## src/rtl/demux1x4_tdm_if.sv

```systemverilog
// demux1x4_tdm_if: bundles the serial slot input and the parallel frame
// output of the 1:4 TDM demultiplexer.
//   en, sync, din          : serial side, driven by the master
//   dout, frame_valid, sel : frame side, driven by the slave (demux)
//   locked, sync_err,
//   err_cnt                : alignment status, driven by the slave
interface demux1x4_tdm_if #(
  parameter int unsigned W = 1
);
  logic           en;
  logic           sync;
  logic [W-1:0]   din;
  logic [4*W-1:0] dout;
  logic           frame_valid;
  logic [1:0]     sel;
  logic           locked;
  logic           sync_err;
  logic [3:0]     err_cnt;

  modport master (
    output en, sync, din,
    input  dout, frame_valid, sel, locked, sync_err, err_cnt
  );

  modport slave (
    input  en, sync, din,
    output dout, frame_valid, sel, locked, sync_err, err_cnt
  );
endinterface

```

## src/rtl/demux1x4_tdm.sv

```systemverilog
// demux1x4_tdm: receive end of a 4:1 slot-multiplexed link. Aligns to the
// frame marker, collects slots 0..3 into shadow registers and publishes
// each complete frame on dout with a one-cycle frame_valid strobe.
// Ports:
//   clk : rising-edge clock
//   rst : asynchronous active-high reset
//   bus : slave side of demux1x4_tdm_if (en/sync/din in; dout,
//         frame_valid, sel, locked, sync_err, err_cnt out, all registered)
module demux1x4_tdm #(
  parameter int unsigned W = 1
) (
  input  logic           clk,
  input  logic           rst,
  demux1x4_tdm_if.slave  bus
);

  localparam int unsigned SLOTS   = 4;
  localparam int unsigned CNT_W   = 4;
  localparam logic [CNT_W-1:0] CNT_MAX = '1;

  typedef enum logic {
    HUNT,
    LOCKED
  } state_t;

  state_t               state_q, state_d;
  logic [1:0]           sel_q, sel_d;
  logic [W-1:0]         sh_q [3];
  logic [W-1:0]         sh_d [3];
  logic [SLOTS*W-1:0]   dout_q, dout_d;
  logic                 fv_q, fv_d;
  logic                 se_q, se_d;
  logic                 locked_q, locked_d;
  logic [CNT_W-1:0]     cnt_q, cnt_d;

  // State and output registers
  always_ff @(posedge clk or posedge rst) begin
    if (rst) begin
      state_q  <= HUNT;
      sel_q    <= 2'd0;
      for (int i = 0; i < 3; i++) sh_q[i] <= '0;
      dout_q   <= '0;
      fv_q     <= 1'b0;
      se_q     <= 1'b0;
      locked_q <= 1'b0;
      cnt_q    <= '0;
    end else begin
      state_q  <= state_d;
      sel_q    <= sel_d;
      for (int i = 0; i < 3; i++) sh_q[i] <= sh_d[i];
      dout_q   <= dout_d;
      fv_q     <= fv_d;
      se_q     <= se_d;
      locked_q <= locked_d;
      cnt_q    <= cnt_d;
    end
  end

  // Next-state: alignment, slot storage and frame completion
  always_comb begin
    state_d = state_q;
    sel_d   = sel_q;
    for (int i = 0; i < 3; i++) sh_d[i] = sh_q[i];
    dout_d  = dout_q;
    fv_d    = 1'b0;
    se_d    = 1'b0;
    cnt_d   = cnt_q;

    unique case (state_q)
      HUNT: begin
        if (bus.en && bus.sync) begin
          sh_d[0] = bus.din;
          sel_d   = 2'd1;
          state_d = LOCKED;
        end
      end
      LOCKED: begin
        if (bus.en) begin
          if (bus.sync && (sel_q != 2'd0)) begin
            // Misplaced marker: drop the partial frame and realign here
            sh_d[0] = bus.din;
            sel_d   = 2'd1;
            se_d    = 1'b1;
            if (cnt_q != CNT_MAX) cnt_d = cnt_q + CNT_W'(1);
          end else begin
            unique case (sel_q)
              2'd0: sh_d[0] = bus.din;
              2'd1: sh_d[1] = bus.din;
              2'd2: sh_d[2] = bus.din;
              2'd3: begin
                dout_d = {bus.din, sh_q[2], sh_q[1], sh_q[0]};
                fv_d   = 1'b1;
              end
            endcase
            sel_d = sel_q + 2'd1;
          end
        end
      end
      default: state_d = HUNT;
    endcase

    locked_d = (state_d == LOCKED);
  end

  assign bus.dout        = dout_q;
  assign bus.frame_valid = fv_q;
  assign bus.sel         = sel_q;
  assign bus.locked      = locked_q;
  assign bus.sync_err    = se_q;
  assign bus.err_cnt     = cnt_q;

endmodule

```

## src/flat_wrapper.sv

```systemverilog
// flat-port wrapper written by rule: the top's interface ports become plain ports
module demux1x4_tdm_flat 
#(
  parameter int unsigned W = 1
)
  (clk, rst, bus_en, bus_sync, bus_din, bus_dout, bus_frame_valid, bus_sel, bus_locked, bus_sync_err, bus_err_cnt);
  demux1x4_tdm_if #(.W(W)) bus_i ();
  input  logic clk;
  input  logic rst;
  input wire logic [$bits(bus_i.en)-1:0] bus_en;
  input wire logic [$bits(bus_i.sync)-1:0] bus_sync;
  input wire logic [$bits(bus_i.din)-1:0] bus_din;
  output wire logic [$bits(bus_i.dout)-1:0] bus_dout;
  output wire logic [$bits(bus_i.frame_valid)-1:0] bus_frame_valid;
  output wire logic [$bits(bus_i.sel)-1:0] bus_sel;
  output wire logic [$bits(bus_i.locked)-1:0] bus_locked;
  output wire logic [$bits(bus_i.sync_err)-1:0] bus_sync_err;
  output wire logic [$bits(bus_i.err_cnt)-1:0] bus_err_cnt;
  assign bus_i.en = bus_en;
  assign bus_i.sync = bus_sync;
  assign bus_i.din = bus_din;
  assign bus_dout = bus_i.dout;
  assign bus_frame_valid = bus_i.frame_valid;
  assign bus_sel = bus_i.sel;
  assign bus_locked = bus_i.locked;
  assign bus_sync_err = bus_i.sync_err;
  assign bus_err_cnt = bus_i.err_cnt;
  demux1x4_tdm #(.W(W)) u_core (.clk(clk), .rst(rst), .bus(bus_i));
endmodule
```

## config.mk

```make
export PLATFORM = sky130hd
export DESIGN_NAME = demux1x4_tdm_flat
export DESIGN_NICKNAME = d
export VERILOG_FILES = /design/src/rtl/demux1x4_tdm_if.sv /design/src/rtl/demux1x4_tdm.sv /design/src/flat_wrapper.sv
export SDC_FILE = /design/constraint.sdc
export NUM_CORES = 1
export LEC_CHECK = 0
export CAP_MARGIN = 40
export CORE_UTILIZATION = 46
export DETAILED_ROUTE_END_ITERATION = 16
export HOLD_SLACK_MARGIN = 0.02
export MAX_ROUTING_LAYER = met4
export PLACE_DENSITY = 0.75
export SLEW_MARGIN = 20
export SYNTH_ARGS = -nofsm -noshare
export SYNTH_HDL_FRONTEND = slang
export SYNTH_SLANG_ARGS = --single-unit
export TNS_END_PERCENT = 100
```

## constraint.sdc

```tcl
create_clock -name clk -period 1.8 [get_ports clk]
set_input_delay 0.45 -clock clk [delete_from_list [all_inputs] [get_ports clk]]
set_output_delay 0.45 -clock clk [all_outputs]
set_load 0.02 [all_outputs]
```

==> run summary <==
Entering global routing, the biggest net connects 17 pins. For the effective utilization at floorplan, the log shows 49.2%. Worst reg2reg path endpoint: u_core.bus.err_cnt[3]$_DFFE_PP0P_. The met3 routing resource usage after global routing was 3.91%; the number of buffers on the longest clock path was 2. Once detail routing completed, the nets flagged for antenna violations numbered 0. The number of buffers and inverters on the critical path is 1. For this design the ratio of total power to cell area is 1450 nW/um^2.

The floorplan has 14 rows. Dividing the detail-routed via count by the number of cells gives 5.15. Max-cap violations in this run came to 0.

Worst setup slack for register-to-register paths: 150 ps. Routability-driven placement finished with a final weighted congestion of 0.687. The post-route netlist has 29.3% of its cells at a drive strength greater than 1. The logs give 0 for the number of hold buffers added after CTS and 1280 um for the total wirelength of the detailed-routed design. The portion of total power attributed to sequential cells was 40.8%; the count of input and output buffers was 17. CTS placed an instance of clkbuf_4 at the clock tree root. Along the worst path, the maximum fanout reaches 2.

Headroom to the max-slew limit came out at 82.3%. In this run the critical register-to-register path is launched from u_core.bus.sel[0]$_DFFE_PP0P_. Summing every instance area after synthesis gives 733 sq um. The met2 usage is 26.3%, and the I/O pin total is 18. The share of the Yosys chip area taken by registers is 54.6%. After synthesis, the largest area contributor takes up 54.6% of total cell area. The first global-routing pass estimated 2150 um of wire. The reported net switching power was 0.514 mW; the number of instances in the synthesized netlist was 55. The die covers 1760 sq um. Overall track demand over capacity in global routing: 16.9%. The worst ir drop on vdd was 1.04 mV. The critical path's slowest cell was clkdlybuf4s50_1. The analysis attributes to cell leakage a power of 0.519 nW. The worst setup path is launched from a flip-flop.

During synthesis, Yosys emitted a total of 0 warnings. Setup repair after global routing left no endpoint under its margin. Pin slew with the least headroom to its limit: 263 ps. The tools report the clock buffer count from CTS as 3. The kind of cell with the highest combined delay on the critical path is buffers and inverters. The buffers inserted during post-CTS setup optimization came out at 0. In this run, the combinational gates consume 43.4% of the power. The final-report max-slew violation count is 0.

The average cell area after synthesis is 13.3 sq um, and the latest clock arrival within the worst-skew pair is 280 ps. For the critical path required time, the log shows 1350 ps. Walking the worst path, the cells encountered are clkdlybuf4s50_1. After layout, the worst path uses 94.2% of the clock period. The pre-antenna-repair detailed-routing pass consisted of 3 iterations. For this run the aggregate overflow at the end of global routing stands at 0. By area the synthesized netlist is led by dfrtp_1 (55%), mux2_2 (12%), ha_1 (8.5%), nand4_1 (2.6%), inv_1 (2.0%). The count of cells in the finished layout, fillers not included, comes to 98. Maximum achievable frequency: 0.590 GHz. TritonCTS built the clock tree. Accumulated negative setup slack: 0 ps. The type of the setup path with the least slack was reg -> out. For the number of antenna repair diodes, the log shows 0. In this run the worst hold path is classified as in -> async. In this run switching power makes up 34.8% of total power. Layer with the highest usage: met2.

The initial antenna violation count is 0, and the count of nets after finishing is 93. The internal portion of the total power is 0.963 mW. The flow ran to the end, and the final reports show no timing, DRC or antenna violations. In the global route stage, met1 resource usage came out at 20.9%.

The die extent in y is 41.9 um. The number of cell instances on the worst register-to-register path works out to 5. STA classifies the critical path endpoint as an output port. The run gives 1 as the total number of H-tree levels. The logs give 5 for the initial detailed-routing violation count and 21 for the number of unique standard cell types used by synthesis. Once placement completed, the tool counted placed cells totaling 94. The routed design could run at a clock period as short as 1690 ps.

Dividing the detail-routed wire length by the instance count gives 13.0 um. The stage delay of the slowest cell on the critical path is 600 ps, and the horizontal die dimension is 41.9 um. Across the routed clock network, the largest skew measured is 4.37 ps. Setup violations remaining at the end of the flow were counted as 0. For the HPWL reported at the end of detailed placement, the log shows 943 um. The post-synthesis register bit count was 16; the count of unresolved DRC violations after routing was 0. The via count is 505.

The clock network is responsible for 15.8% of the overall power. The data arrival time at the worst-slack endpoint is 1240 ps, and the standard cell core area is 1490 sq um. After clock tree synthesis, the clock-pin slew on the worst setup and hold paths is 90 ps. The biggest area contributor in the post-synthesis netlist is dfrtp_1. The relative area change from synthesis to final layout was 38.6%. The tools report the number of global-route vias before repair as 495.

For the clock net sink count, the log shows 16. The number of nets handed over by synthesis was 65. The number of hold-slack violations in the final timing report came out at 0.
worst min-delay path, stage by stage:
cell             delay [ps]
clkdlybuf4s50_1         390
inv_1                    50
buf_4                   230
power by group through the flow:
stage               clock network (mW)  registers [mW]  logic [mW]
CTS                              0.243           0.605       0.655
global placement                     0           0.604       0.644
finish                           0.233           0.603       0.641
floorplan                            0           0.728       0.245
detailed placement                   0           0.613       0.662
global route                     0.254           0.625       0.690
cell families after synthesis:
group / count (synthesis) / share of synthesized area (%)
xor+xnor: 1 / 1.19
simple gates: 12 / 11.6
compound gates: 6 / 5.29
fa+ha+maj: 5 / 8.53
buf+inv: 5 / 3.07
flops: 16 / 54.6
mux: 10 / 15.7
Yosys cell counts:
| cell | instances |
|---|---|
| mux2_2 | 8 |
| a21oi_1 | 2 |
| nand2_2 | 1 |
| and4b_1 | 1 |
| mux2i_1 | 1 |
| a31oi_1 | 1 |
| nand3_1 | 1 |
| and3_2 | 1 |
| mux2_4 | 1 |
| ha_1 | 5 |
| nand2b_1 | 2 |
| nand4_1 | 3 |
| inv_1 | 4 |
| nand4_2 | 1 |
| nor2b_1 | 2 |
| a22o_1 | 1 |
| dfrtp_1 | 16 |
| xnor2_1 | 1 |
| buf_4 | 1 |
| a21o_2 | 1 |
| o21ai_0 | 1 |
stage by stage:
step                setup WS (ps)  utilization (%)  hold WS [ps]  power (mW)  area, sq um
floorplan                    98.9                -           364       0.972          733
global placement            -40.4             65.0           484        1.25          968
detailed placement          -60.9             65.0           494        1.28          968
CTS                        0.0397             67.4           461        1.50         1000
global route                 17.2             68.2           522        1.57         1020
finish                        105             68.2           460        1.48         1020
cell usage in the layout, fill, tap and decap left out:
cell type,Yosys,layout
mux2_4,1,1
and4b_1,1,1
nand2_2,1,1
inv_1,4,4
a21o_2,1,1
nand4_2,1,1
buf_4,1,7
mux2_2,8,8
clkbuf_8,0,1
nand2b_1,2,2
dfrtp_1,16,16
mux2i_1,1,1
a31oi_1,1,1
nand3_1,1,1
xnor2_1,1,1
and3_2,1,1
dlymetal6s2s_1,0,5
dlygate4sd2_1,0,1
o21ai_0,1,1
ha_1,5,5
a22o_1,1,1
nand4_1,3,3
clkdlybuf4s50_1,0,11
clkbuf_4,0,3
a21oi_1,2,2
nor2b_1,2,2
what timing repair did:
action                     in CTS  in global routing
gates resized for setup         1                  5
pin swaps                       0                  1
hold endpoints to repair        0                  0
setup endpoints to repair       1                  6
sequential cells by signal (all words and copies together) (netlist names):
signal                  count
u_core.bus.err_cnt          4
u_core.bus.sync_err         1
u_core.state_q              1
u_core.bus.frame_valid      1
u_core.bus.dout             4
u_core.bus.sel              2
u_core.sh_q                 3
per-layer routing:
layer | routed length (um) | up-vias | share of wire, %
met5 | 0 | - | 0
met4 | 9 | 0 | 0.70
met3 | 53 | 2 | 4.2
met2 | 638 | 12 | 50
met1 | 576 | 240 | 45
li1 | - | 251 | -
worst max path at each step:
stage	startpoint	end	cells after the start
4_1_cts	u_core.bus.sel[1]$_DFFE_PP0P_	bus_sel[1]	1
2_1_floorplan	u_core.bus.sel[0]$_DFFE_PP0P_	u_core.bus.err_cnt[3]$_DFFE_PP0P_	6
3_5_place_dp	bus_en	u_core.bus.err_cnt[3]$_DFFE_PP0P_	4
3_3_place_gp	bus_en	u_core.bus.err_cnt[3]$_DFFE_PP0P_	4
5_1_grt	u_core.bus.sel[0]$_DFFE_PP0P_	u_core.bus.dout[3]$_DFFE_PP0P_	5
6_report	u_core.state_q$_DFF_PP0_	bus_locked	1
final cells by class:
cell class,instances,area (sq um)
Sequential cell,16,400
Fill cell,110,473
Multi-Input combinational cell,34,310
Inverter,4,15.0
Timing Repair Buffer,24,234
Tap cell,16,20.0
Clock buffer,4,36.3
Note: power is estimated with default switching activity, not from simulation.
